File: src/rtl/note_pkg.sv
// Shared key codes, FSM state type and default timing for the note_sequencer chart player.
package note_pkg;

  localparam logic [1:0] KEY_CLR = 2'b00;
  localparam logic [1:0] KEY_DO  = 2'b01;
  localparam logic [1:0] KEY_RE  = 2'b10;
  localparam logic [1:0] KEY_MI  = 2'b11;

  localparam int DEF_CHART_LEN      = 64;
  localparam int DEF_TICKS_PER_STEP = 25;  // 25 x 0.02 s = 0.5 s per step
  localparam int DEF_HOLD_TICKS     = 10;

  typedef enum logic [2:0] {
    IDLE,
    PRIME,
    WAIT_TICK,
    HOLD,
    GAP,
    DONE
  } seq_state_t;

  function automatic logic [7:0] next_step(input logic [7:0] idx, input logic [7:0] last);
    return (idx == last) ? 8'd0 : idx + 8'd1;
  endfunction

endpackage

File: src/rtl/note_sequencer_step_timer.sv
// Per-step tick counter: counts unpaused 0.02 s ticks and flags the hold and step boundaries.
module step_timer
  import note_pkg::*;
#(
  parameter int TICKS_PER_STEP = DEF_TICKS_PER_STEP,
  parameter int HOLD_TICKS     = DEF_HOLD_TICKS
) (
  input  logic clock,
  input  logic reset,
  input  logic tick002,
  input  logic pause,
  input  logic clear,
  output logic tick_en,
  output logic hold_end,
  output logic step_end
);

  localparam int CNT_W = $clog2(TICKS_PER_STEP);
  localparam logic [CNT_W-1:0] HOLD_LAST = CNT_W'(HOLD_TICKS - 1);
  localparam logic [CNT_W-1:0] STEP_LAST = CNT_W'(TICKS_PER_STEP - 1);

  logic [CNT_W-1:0] tick_cnt;

  assign tick_en  = tick002 & ~pause;
  assign hold_end = tick_en && (tick_cnt == HOLD_LAST);
  assign step_end = tick_en && (tick_cnt == STEP_LAST);

  // The step boundary restarts the count, so it never passes TICKS_PER_STEP-1.
  always_ff @(posedge clock or posedge reset) begin
    if (reset) begin
      tick_cnt <= '0;
    end else if (clear) begin
      tick_cnt <= '0;
    end else if (tick_en) begin
      tick_cnt <= step_end ? '0 : tick_cnt + CNT_W'(1);
    end
  end

endmodule

File: src/rtl/note_sequencer.sv
// Chart player: walks a note ROM and emits held-key / clear-code lane commands per step.
// Build option: NOTE_SEQ_LOOP_EN makes playback wrap to step 0 instead of ending in DONE.
//
// state     | meaning
// IDLE      | stopped, display cleared (wren=1)
// PRIME     | one cycle, latch step-0 note from ROM
// WAIT_TICK | armed, first unpaused tick starts step 0
// HOLD      | note code driven on key_address
// GAP       | clear code driven, next note prefetched
// DONE      | chart finished, display cleared, done=1
module note_sequencer
  import note_pkg::*;
#(
  parameter int CHART_LEN      = DEF_CHART_LEN,
  parameter int TICKS_PER_STEP = DEF_TICKS_PER_STEP,
  parameter int HOLD_TICKS     = DEF_HOLD_TICKS
) (
  input  logic       clock,
  input  logic       reset,
  input  logic       tick002,
  input  logic       start,
  input  logic       stop,
  input  logic       pause,
  output logic [7:0] chart_addr,
  input  logic [1:0] chart_data,
  output logic [1:0] key_address,
  output logic       wren,
  output logic       playing,
  output logic       done,
  output logic [7:0] step_index
);

`ifdef NOTE_SEQ_LOOP_EN
  localparam bit LOOP_EN = 1'b1;
`else
  localparam bit LOOP_EN = 1'b0;
`endif

  localparam logic [7:0] LAST_STEP = 8'(CHART_LEN - 1);

  seq_state_t state;
  logic [1:0] next_note;
  logic       tick_en;
  logic       hold_end;
  logic       step_end;
  logic       timer_clear;

  assign timer_clear = (state != HOLD) && (state != GAP);

  step_timer #(
    .TICKS_PER_STEP(TICKS_PER_STEP),
    .HOLD_TICKS    (HOLD_TICKS)
  ) u_step_timer (
    .clock   (clock),
    .reset   (reset),
    .tick002 (tick002),
    .pause   (pause),
    .clear   (timer_clear),
    .tick_en (tick_en),
    .hold_end(hold_end),
    .step_end(step_end)
  );

  always_ff @(posedge clock or posedge reset) begin
    if (reset) begin
      state       <= IDLE;
      next_note   <= KEY_CLR;
      key_address <= KEY_CLR;
      wren        <= 1'b1;
      playing     <= 1'b0;
      done        <= 1'b0;
      step_index  <= 8'd0;
      chart_addr  <= 8'd0;
    end else if (stop) begin
      state       <= IDLE;
      next_note   <= KEY_CLR;
      key_address <= KEY_CLR;
      wren        <= 1'b1;
      playing     <= 1'b0;
      done        <= 1'b0;
      step_index  <= 8'd0;
      chart_addr  <= 8'd0;
    end else begin
      case (state)
        IDLE, DONE: begin
          if (start) begin
            state       <= PRIME;
            key_address <= KEY_CLR;
            wren        <= 1'b0;
            playing     <= 1'b1;
            done        <= 1'b0;
            step_index  <= 8'd0;
            chart_addr  <= 8'd0;
          end
        end
        PRIME: begin
          if (!pause) begin
            next_note <= chart_data;
            state     <= WAIT_TICK;
          end
        end
        WAIT_TICK: begin
          if (tick_en) begin
            state       <= HOLD;
            key_address <= next_note;
          end
        end
        HOLD: begin
          if (hold_end) begin
            state       <= GAP;
            key_address <= KEY_CLR;
            chart_addr  <= next_step(step_index, LAST_STEP);
          end
        end
        GAP: begin
          // Resampled every GAP cycle so the prefetch settles well before the step tick.
          next_note <= chart_data;
          if (step_end) begin
            if (step_index == LAST_STEP && !LOOP_EN) begin
              state       <= DONE;
              key_address <= KEY_CLR;
              wren        <= 1'b1;
              playing     <= 1'b0;
              done        <= 1'b1;
            end else begin
              state       <= HOLD;
              key_address <= next_note;
              step_index  <= next_step(step_index, LAST_STEP);
            end
          end
        end
        default: begin
          state <= IDLE;
        end
      endcase
    end
  end

endmodule

File: config.mk
export PLATFORM = sky130hd
export DESIGN_NAME = note_sequencer
export DESIGN_NICKNAME = d
export VERILOG_FILES = /design/src/rtl/note_pkg.sv /design/src/rtl/note_sequencer_step_timer.sv /design/src/rtl/note_sequencer.sv
export SDC_FILE = /design/constraint.sdc
export NUM_CORES = 1
export LEC_CHECK = 0
export BUFFER_PORTS_ARGS = -buffer_cell sky130_fd_sc_hd__buf_4
export CAP_MARGIN = 20
export CORE_ASPECT_RATIO = 1.2
export CORE_MARGIN = 4
export CORE_UTILIZATION = 55
export DETAILED_ROUTE_END_ITERATION = 12
export MAX_ROUTING_LAYER = met4
export PLACE_DENSITY = 0.78
export RECOVER_POWER = 25
export SYNTH_ARGS = -nofsm -noshare
export SYNTH_HDL_FRONTEND = slang
export SYNTH_SLANG_ARGS = --single-unit
File: constraint.sdc
create_clock -name clock -period 4.2 [get_ports clock]
set_input_delay 0.42 -clock clock [delete_from_list [all_inputs] [get_ports clock]]
set_output_delay 0.42 -clock clock [all_outputs]
set_load 0.02 [all_outputs]
==> results.toml, run 1 <==
[synth]
netlist.area_leader.share_pct = 42.8
ys.flop_type = "dfrtp_1"
synth_edf_count = 0
syn_area_um2 = 1750
yosysTopAreaCell = "dfrtp_1"
netlist_instances = 177
synthAdderAreaFrac_pct = 2.85
synth.distinct_cells = 52
yosys-mux-area-fraction_pct = 2.57
avgSynthCellArea_um2 = 9.91
synth_top_family_by_area = "simple AND/OR/NAND/NOR gates"
synth_simple_gate_area_share_pct = 22.8
synth-xor-area-share_pct = 3.50
async_flop_share_pct = 100
syn_nets = 189
ys_seq_area_share_pct = 44.3
synth_compound_area_share_pct = 20.7
yosys_register_bits = 31
yosysWarnings = 0
synth_top_cells_by_area = "dfrtp_1, o2bb2ai_1, a21oi_1"

[min_path]
hp-class = "primary input to flop"
hold_start = "chart_data[0]"

[detailed_routing]
first_pass_iters = 4
via_per_inst = 5.91
ant_nets = 0
wire_per_inst_um = 16.0
drc = 0
route.vias.total = 1455
drt-total-wl_mm = 3.93
drt-initial-drc-count = 90

[power_and_ir_drop]
p_per_area_nw_per_um2 = 376
peakVddDrop_v = 0.000301
p_leak_nw = 0.962

[timing]
fin_crit_sh_pct = 49.0
drv_slew = 32
rsz0062_at_grt = "false"
hold_ws_ps = 349
final-setup-viol-count = 0
tns_ps = 0
max_freq_mhz = 486
worst_pin_slew_ps = 1640
relSlewSlack_pct = -9.02
fin_skew_ps = 8.66
layout_min_cycle_time_ps = 2060
finalHoldViolCount = 0

[placement]
dp_hpwl_mm = 2.99
gp_congestion = 0.828
portBuffers = 28

[floorplanning]
die_x_um = 59.6
io_pins = 29
die_y_um = 69.9
initial_core_util_pct = 57.4
dieArea_um2 = 4160
core-area_um2 = 3060
rows = 22

[cts]
tritoncts = "done"
clock_path_buffers = 2
clkTransAtPathRegs_ps = 100
cts_made_buffers = 5
clockRootBuffer = "clkbuf_4"
cts_resized = 0
clkSinkCount = 31
cts_setup_buffers = 0
h-tree-depth = 2
cts_hold_buf = 0
clock_latency_ps = 320

[layout]
final_nets = 221
area_growth_pct = 16.3
diodes = 0
layout-drive-gt1-share_pct = 23.3

[grt]
grt_max_degree = 32
grt_pass1_vias = 1486
track_usage_pct = 22.2
grt_pass1_wl_mm = 6.88
grt_antenna_before_repair = 0
gr-total-overflow = 0

[worst_setup_path]
arrival_ps = 2280
crit_path_end_kind = "flop"
critPathLaunch = "state[0]$_DFFE_PP0P_"
reg2reg_to = "key_address[1]$_DFFE_PP0P_"
r2r-start = "state[0]$_DFFE_PP0P_"
required_ps = 4420
path_class = "flop to flop"
crit_path_max_fanout = 14
r2r_slack_ps = 2140
cp-endpoint = "key_address[1]$_DFFE_PP0P_"
critPathLaunchType = "flop"
rr_worst_depth = 5

[run]
cap_violations = 1

[status]
violations = "max-capacitance violations, max-slew violations"
status = "finished with violations"
[per-layer routing]
layer	GRT usage, %	wire (um)	share of wire [%]
met2	37.1	2000	51
met3	5.18	177	4.5
met5	-	0	0
met1	25.8	1680	43
met4	7.14	77	2.0
[cells in the mapped netlist, drive strengths merged, types with 2 or more instances]
cell	n
a21o	3
a21oi	13
a22o	3
a31oi	2
and2	3
and2b	2
and3	3
buf	4
dfrtp	30
ha	4
inv	6
mux2	4
nand2	18
nand2b	4
nand3	6
nand4	5
nor2	14
nor3b	2
nor4	2
nor4b	2
o21ai	9
o2bb2ai	10
or2	3
xnor2	2
xor2	5
[sequential cells by signal, summed over array words and instances, names as in the netlist]
name / count
playing: 1
wren: 1
chart_addr: 8
key_address: 2
u_step_timer.tick_cnt: 5
state: 3
done: 1
next_note: 2
step_index: 8
[area by class of cell]
cell class,instances,area (um2)
Sequential cell,31,777
Clock inverter,1,5.00
Fill cell,267,1010
Tap cell,36,45.0
Multi-Input combinational cell,135,918
Timing Repair Buffer,29,214
Inverter,7,26.3
Clock buffer,7,55.1
[per-stage QoR]
| stage | total power, W | util [%] | std cells | setup slack, ps | cell area [um2] |
|---|---|---|---|---|---|
| 6_report | 0.000767 | 66.8 | 246 | 2140 | 2040 |
| 5_1_grt | 0.000821 | 66.8 | 246 | 1950 | 2040 |
| 4_1_cts | 0.000775 | 66.9 | 246 | 2140 | 2040 |
| 3_5_place_dp | 0.000590 | 64.9 | 238 | 2160 | 1980 |
| 3_3_place_gp | 0.000586 | 64.9 | 238 | 2200 | 1980 |
| 2_1_floorplan | 0.000540 | - | 177 | 2380 | 1750 |
[worst min path at each step]
stage	end	slack (ps)	cells past startpoint
2_1_floorplan	next_note[0]$_DFFE_PP0P_	440	2
3_3_place_gp	next_note[0]$_DFFE_PP0P_	470	2
3_5_place_dp	chart_addr[5]$_DFFE_PP0P_	480	1
4_1_cts	next_note[1]$_DFFE_PP0P_	170	3
5_1_grt	next_note[0]$_DFFE_PP0P_	340	3
6_report	next_note[0]$_DFFE_PP0P_	350	3
[cells by family (layout without fill, tap and decap cells)]
family,count (synthesis),in the layout
AND/OR/NAND/NOR,72,72
AO/OA/AOI/OAI,48,48
flip-flops,31,31
buffers and inverters,11,44
XOR/XNOR,7,7
adder cells (fa/ha/maj),4,4
multiplexers,4,4
[placed cells by master, fill, tap and decap left out, types with 2 or more instances in the layout]
cell type	n
a21o_1	3
a21oi_1	13
a22o_1	3
and2_1	2
and2b_1	2
and3_1	2
buf_4	27
clkbuf_1	2
clkbuf_4	6
dfrtp_1	30
ha_1	4
inv_1	6
mux2_1	3
nand2_1	17
nand2b_1	4
nand3_1	6
nand4_1	5
nor2_1	14
nor3b_1	2
nor4_1	2
nor4b_1	2
o21ai_0	7
o2bb2ai_1	10
or2_2	2
xnor2_1	2
xor2_1	5
[power by group]
part | internal, W | switching (W)
Clock | 0.0000811 | 0.000100
Sequential | 0.000322 | 0.0000443
Combinational | 0.0000899 | 0.000129
Total | 0.000493 | 0.000274
[worst max-delay path, cell delays in order, from the launching register on]
cell and delay [ps]:
dfrtp_1 560, or4b_1 650, a31oi_4 220, a2111oi_4 90
o21ai_2 100, mux2_1 330
(Power assumes the default switching activity.)
==> inputs of run 2 (changes only) <==
Settings changed: ABC_AREA set to 1, CORE_UTILIZATION 55 to 50, PLACE_DENSITY 0.78 to 0.75.
Clock period 4.2 ns to 1.7 ns, I/O delays scaled along.
==> run 2 against run 1 <==
Compared with the run above: the run now ends clean; non-clock buffer count increased by 2; flip-flop and latch count unchanged; first-iteration DRC count up 3.3%; setup slack got worse by 2000 ps; sequential power increased by 140%; clock skew shrank 5.0 ps; critical path type unchanged; largest power group unchanged.
==> results.toml, run 2 <==
[status]
status = "completed"

[synth]
avgSynthCellArea_um2 = 7.26
synth_simple_gate_area_share_pct = 39.5
synth_top_cells_by_area = "dfrtp_1, nand2_1, nand3_1"
synth_top_family_by_area = "simple AND/OR/NAND/NOR gates"
synth.distinct_cells = 26
ys_seq_area_share_pct = 43.0
synthAdderAreaFrac_pct = 2.77
async_flop_share_pct = 100
yosysMostFrequentCell = "nand2_1"
syn_nets = 261
netlist_instances = 249
netlist.area_leader.share_pct = 41.5
ys.flop_type = "dfrtp_1"
yosysWarnings = 0
synth_edf_count = 0
synth_commonest_cells = "nand2_1, dfrtp_1, nor2_1"
synth_compound_area_share_pct = 5.95
yosysTopAreaCell = "dfrtp_1"
yosys-mux-area-fraction_pct = 0
syn_area_um2 = 1810
yosys_register_bits = 31
synth-xor-area-share_pct = 2.91

[cts]
tritoncts = "done"
clockRootBuffer = "clkbuf_8"
clkTransAtPathRegs_ps = 60
clock_latency_ps = 280
clkSinkCount = 31
cts_made_buffers = 5
clock_path_buffers = 2
cts_setup_buffers = 0
h-tree-depth = 2

[layout]
area_growth_pct = 21.4
diodes = 0
top_regs = "chart_addr x8, step_index x8, u_step_timer.tick_cnt x5"
final_cell_mix = "nand2_1, dfrtp_1, buf_4, nor2_1, inv_1"
fin_cells = 324
post-route-util_pct = 64.1
final_common_cell = "nand2_1"
final_nets = 298
layout-drive-gt1-share_pct = 20.9

[worst_setup_path]
worstPathCellList = "ha_1 > nand2_1 > nor2_1 > nand3_1 > nand2_1 > nor2_2 > nand3_1 > nand2_1"
path_class = "flop to flop"
cp_slowest_stage_delay_ps = 420
crit_path_end_kind = "flop"
rr_worst_depth = 8
crit_path_max_fanout = 8
arrival_ps = 1760
critPathLaunchType = "flop"
reg2reg_to = "chart_addr[1]$_DFFE_PP0P_"
crit_top_cell = "nand2_1"
crit_slowest_cell = "dfrtp_1"
r2r-start = "step_index[0]$_DFFE_PP0P_"
required_ps = 1920
r2r_slack_ps = 160

[detailed_routing]
ant_nets = 0
route.vias.total = 1613
first_pass_iters = 4
drt-total-wl_mm = 3.79
wire_per_inst_um = 11.7
drc = 0
drt-initial-drc-count = 93
via_per_inst = 4.98

[floorplanning]
die_y_um = 73.9
core-area_um2 = 3420
dieArea_um2 = 4650
initial_core_util_pct = 52.8
io_pins = 29
die_x_um = 62.9
rows = 23

[min_path]
hp-class = "primary input to flop"
hold_depth = 3
hold_start = "chart_data[1]"
min_to = "next_note[1]$_DFFE_PP0P_"

[timing]
final-setup-viol-count = 0
relSlewSlack_pct = 48.2
fin_skew_ps = 3.67
fin_crit_sh_pct = 90.5
tns_ps = 0
worst_pin_slew_ps = 776
drv_slew = 0
layout_min_cycle_time_ps = 1540
finalHoldViolCount = 0
max_freq_mhz = 650
rsz0062_at_grt = "true"

[grt]
gr-total-overflow = 0
grt_pass1_vias = 1473
grt_max_degree = 32
grt_antenna_before_repair = 0
grt_pass1_wl_mm = 6.53
track_usage_pct = 18.4

[placement]
portBuffers = 28
dp_cells = 315
gp_congestion = 0.916
dp_hpwl_mm = 2.85

[power_and_ir_drop]
p_leak_nw = 1.27
p_per_area_nw_per_um2 = 1040
peakVddDrop_v = 0.000748
total_power_w = 0.00228

[run]
cap_violations = 0
[run 2: critical path, delay by kind of cell, from the launching register on]
family	cells	cell delay (ps)
adders and majority gates	1	240
DFF	1	420
and+or+nand+nor	7	810
[run 2: layout make-up]
cell class                      count  area, um2
Clock buffer                        8        100
Inverter                           27        101
Tap cell                           37       46.3
Timing Repair Buffer               31        233
Fill cell                         327       1230
Multi-Input combinational cell    190        937
Sequential cell                    31        777
[run 2: layer usage]
layer | wire length [um] | part of all wire, % | up-vias | GRT usage (%)
met5 | 0 | 0 | - | -
li1 | - | - | 850 | -
met2 | 1840 | 49 | 39 | 30.9
met3 | 182 | 4.8 | 8 | 4.43
met1 | 1690 | 45 | 716 | 21.5
met4 | 72 | 1.9 | 0 | 6.86
[run 2: per-stage QoR]
stage	worst slack, ps	hold WS [ps]	cell area, um2
2_1_floorplan	159	273	1810
3_5_place_dp	155	287	2070
5_1_grt	-7.00	187	2190
4_1_cts	143	154	2180
3_3_place_gp	165	281	2070
6_report	161	161	2190
[run 2: logic make-up after synthesis]
kind of cell,after synthesis
adders and majority gates,4
AOI/OAI and AO/OA,18
buffers and inverters,28
DFF,31
and+or+nand+nor,162
xor gates and xnor gates,6
[run 2: worst max path at each step]
stage	cells past startpoint	slack, ps	start	endpoint
2_1_floorplan	8	160	step_index[0]$_DFFE_PP0P_	done$_DFFE_PP0P_
5_1_grt	8	-7	step_index[0]$_DFFE_PP0P_	chart_addr[5]$_DFFE_PP0P_
6_report	8	160	step_index[0]$_DFFE_PP0P_	chart_addr[1]$_DFFE_PP0P_
3_5_place_dp	8	160	step_index[0]$_DFFE_PP0P_	done$_DFFE_PP0P_
4_1_cts	9	140	u_step_timer.tick_cnt[1]$_DFFE_PP0P_	chart_addr[0]$_DFFE_PP0P_
3_3_place_gp	8	170	step_index[0]$_DFFE_PP0P_	playing$_DFFE_PP0P_
[run 2: what timing repair did]
action	in CTS	in global routing
hold buffers	1	0
endpoints found under the hold margin	30	0
gates resized for setup	0	4
endpoints found under the setup margin	0	13
[run 2: power by group]
group	internal, W	switching (W)	total [W]
registers	0.000821	0.0000676	0.000888
clock network	0.000369	0.000261	0.000630
logic	0.000254	0.000506	0.000760
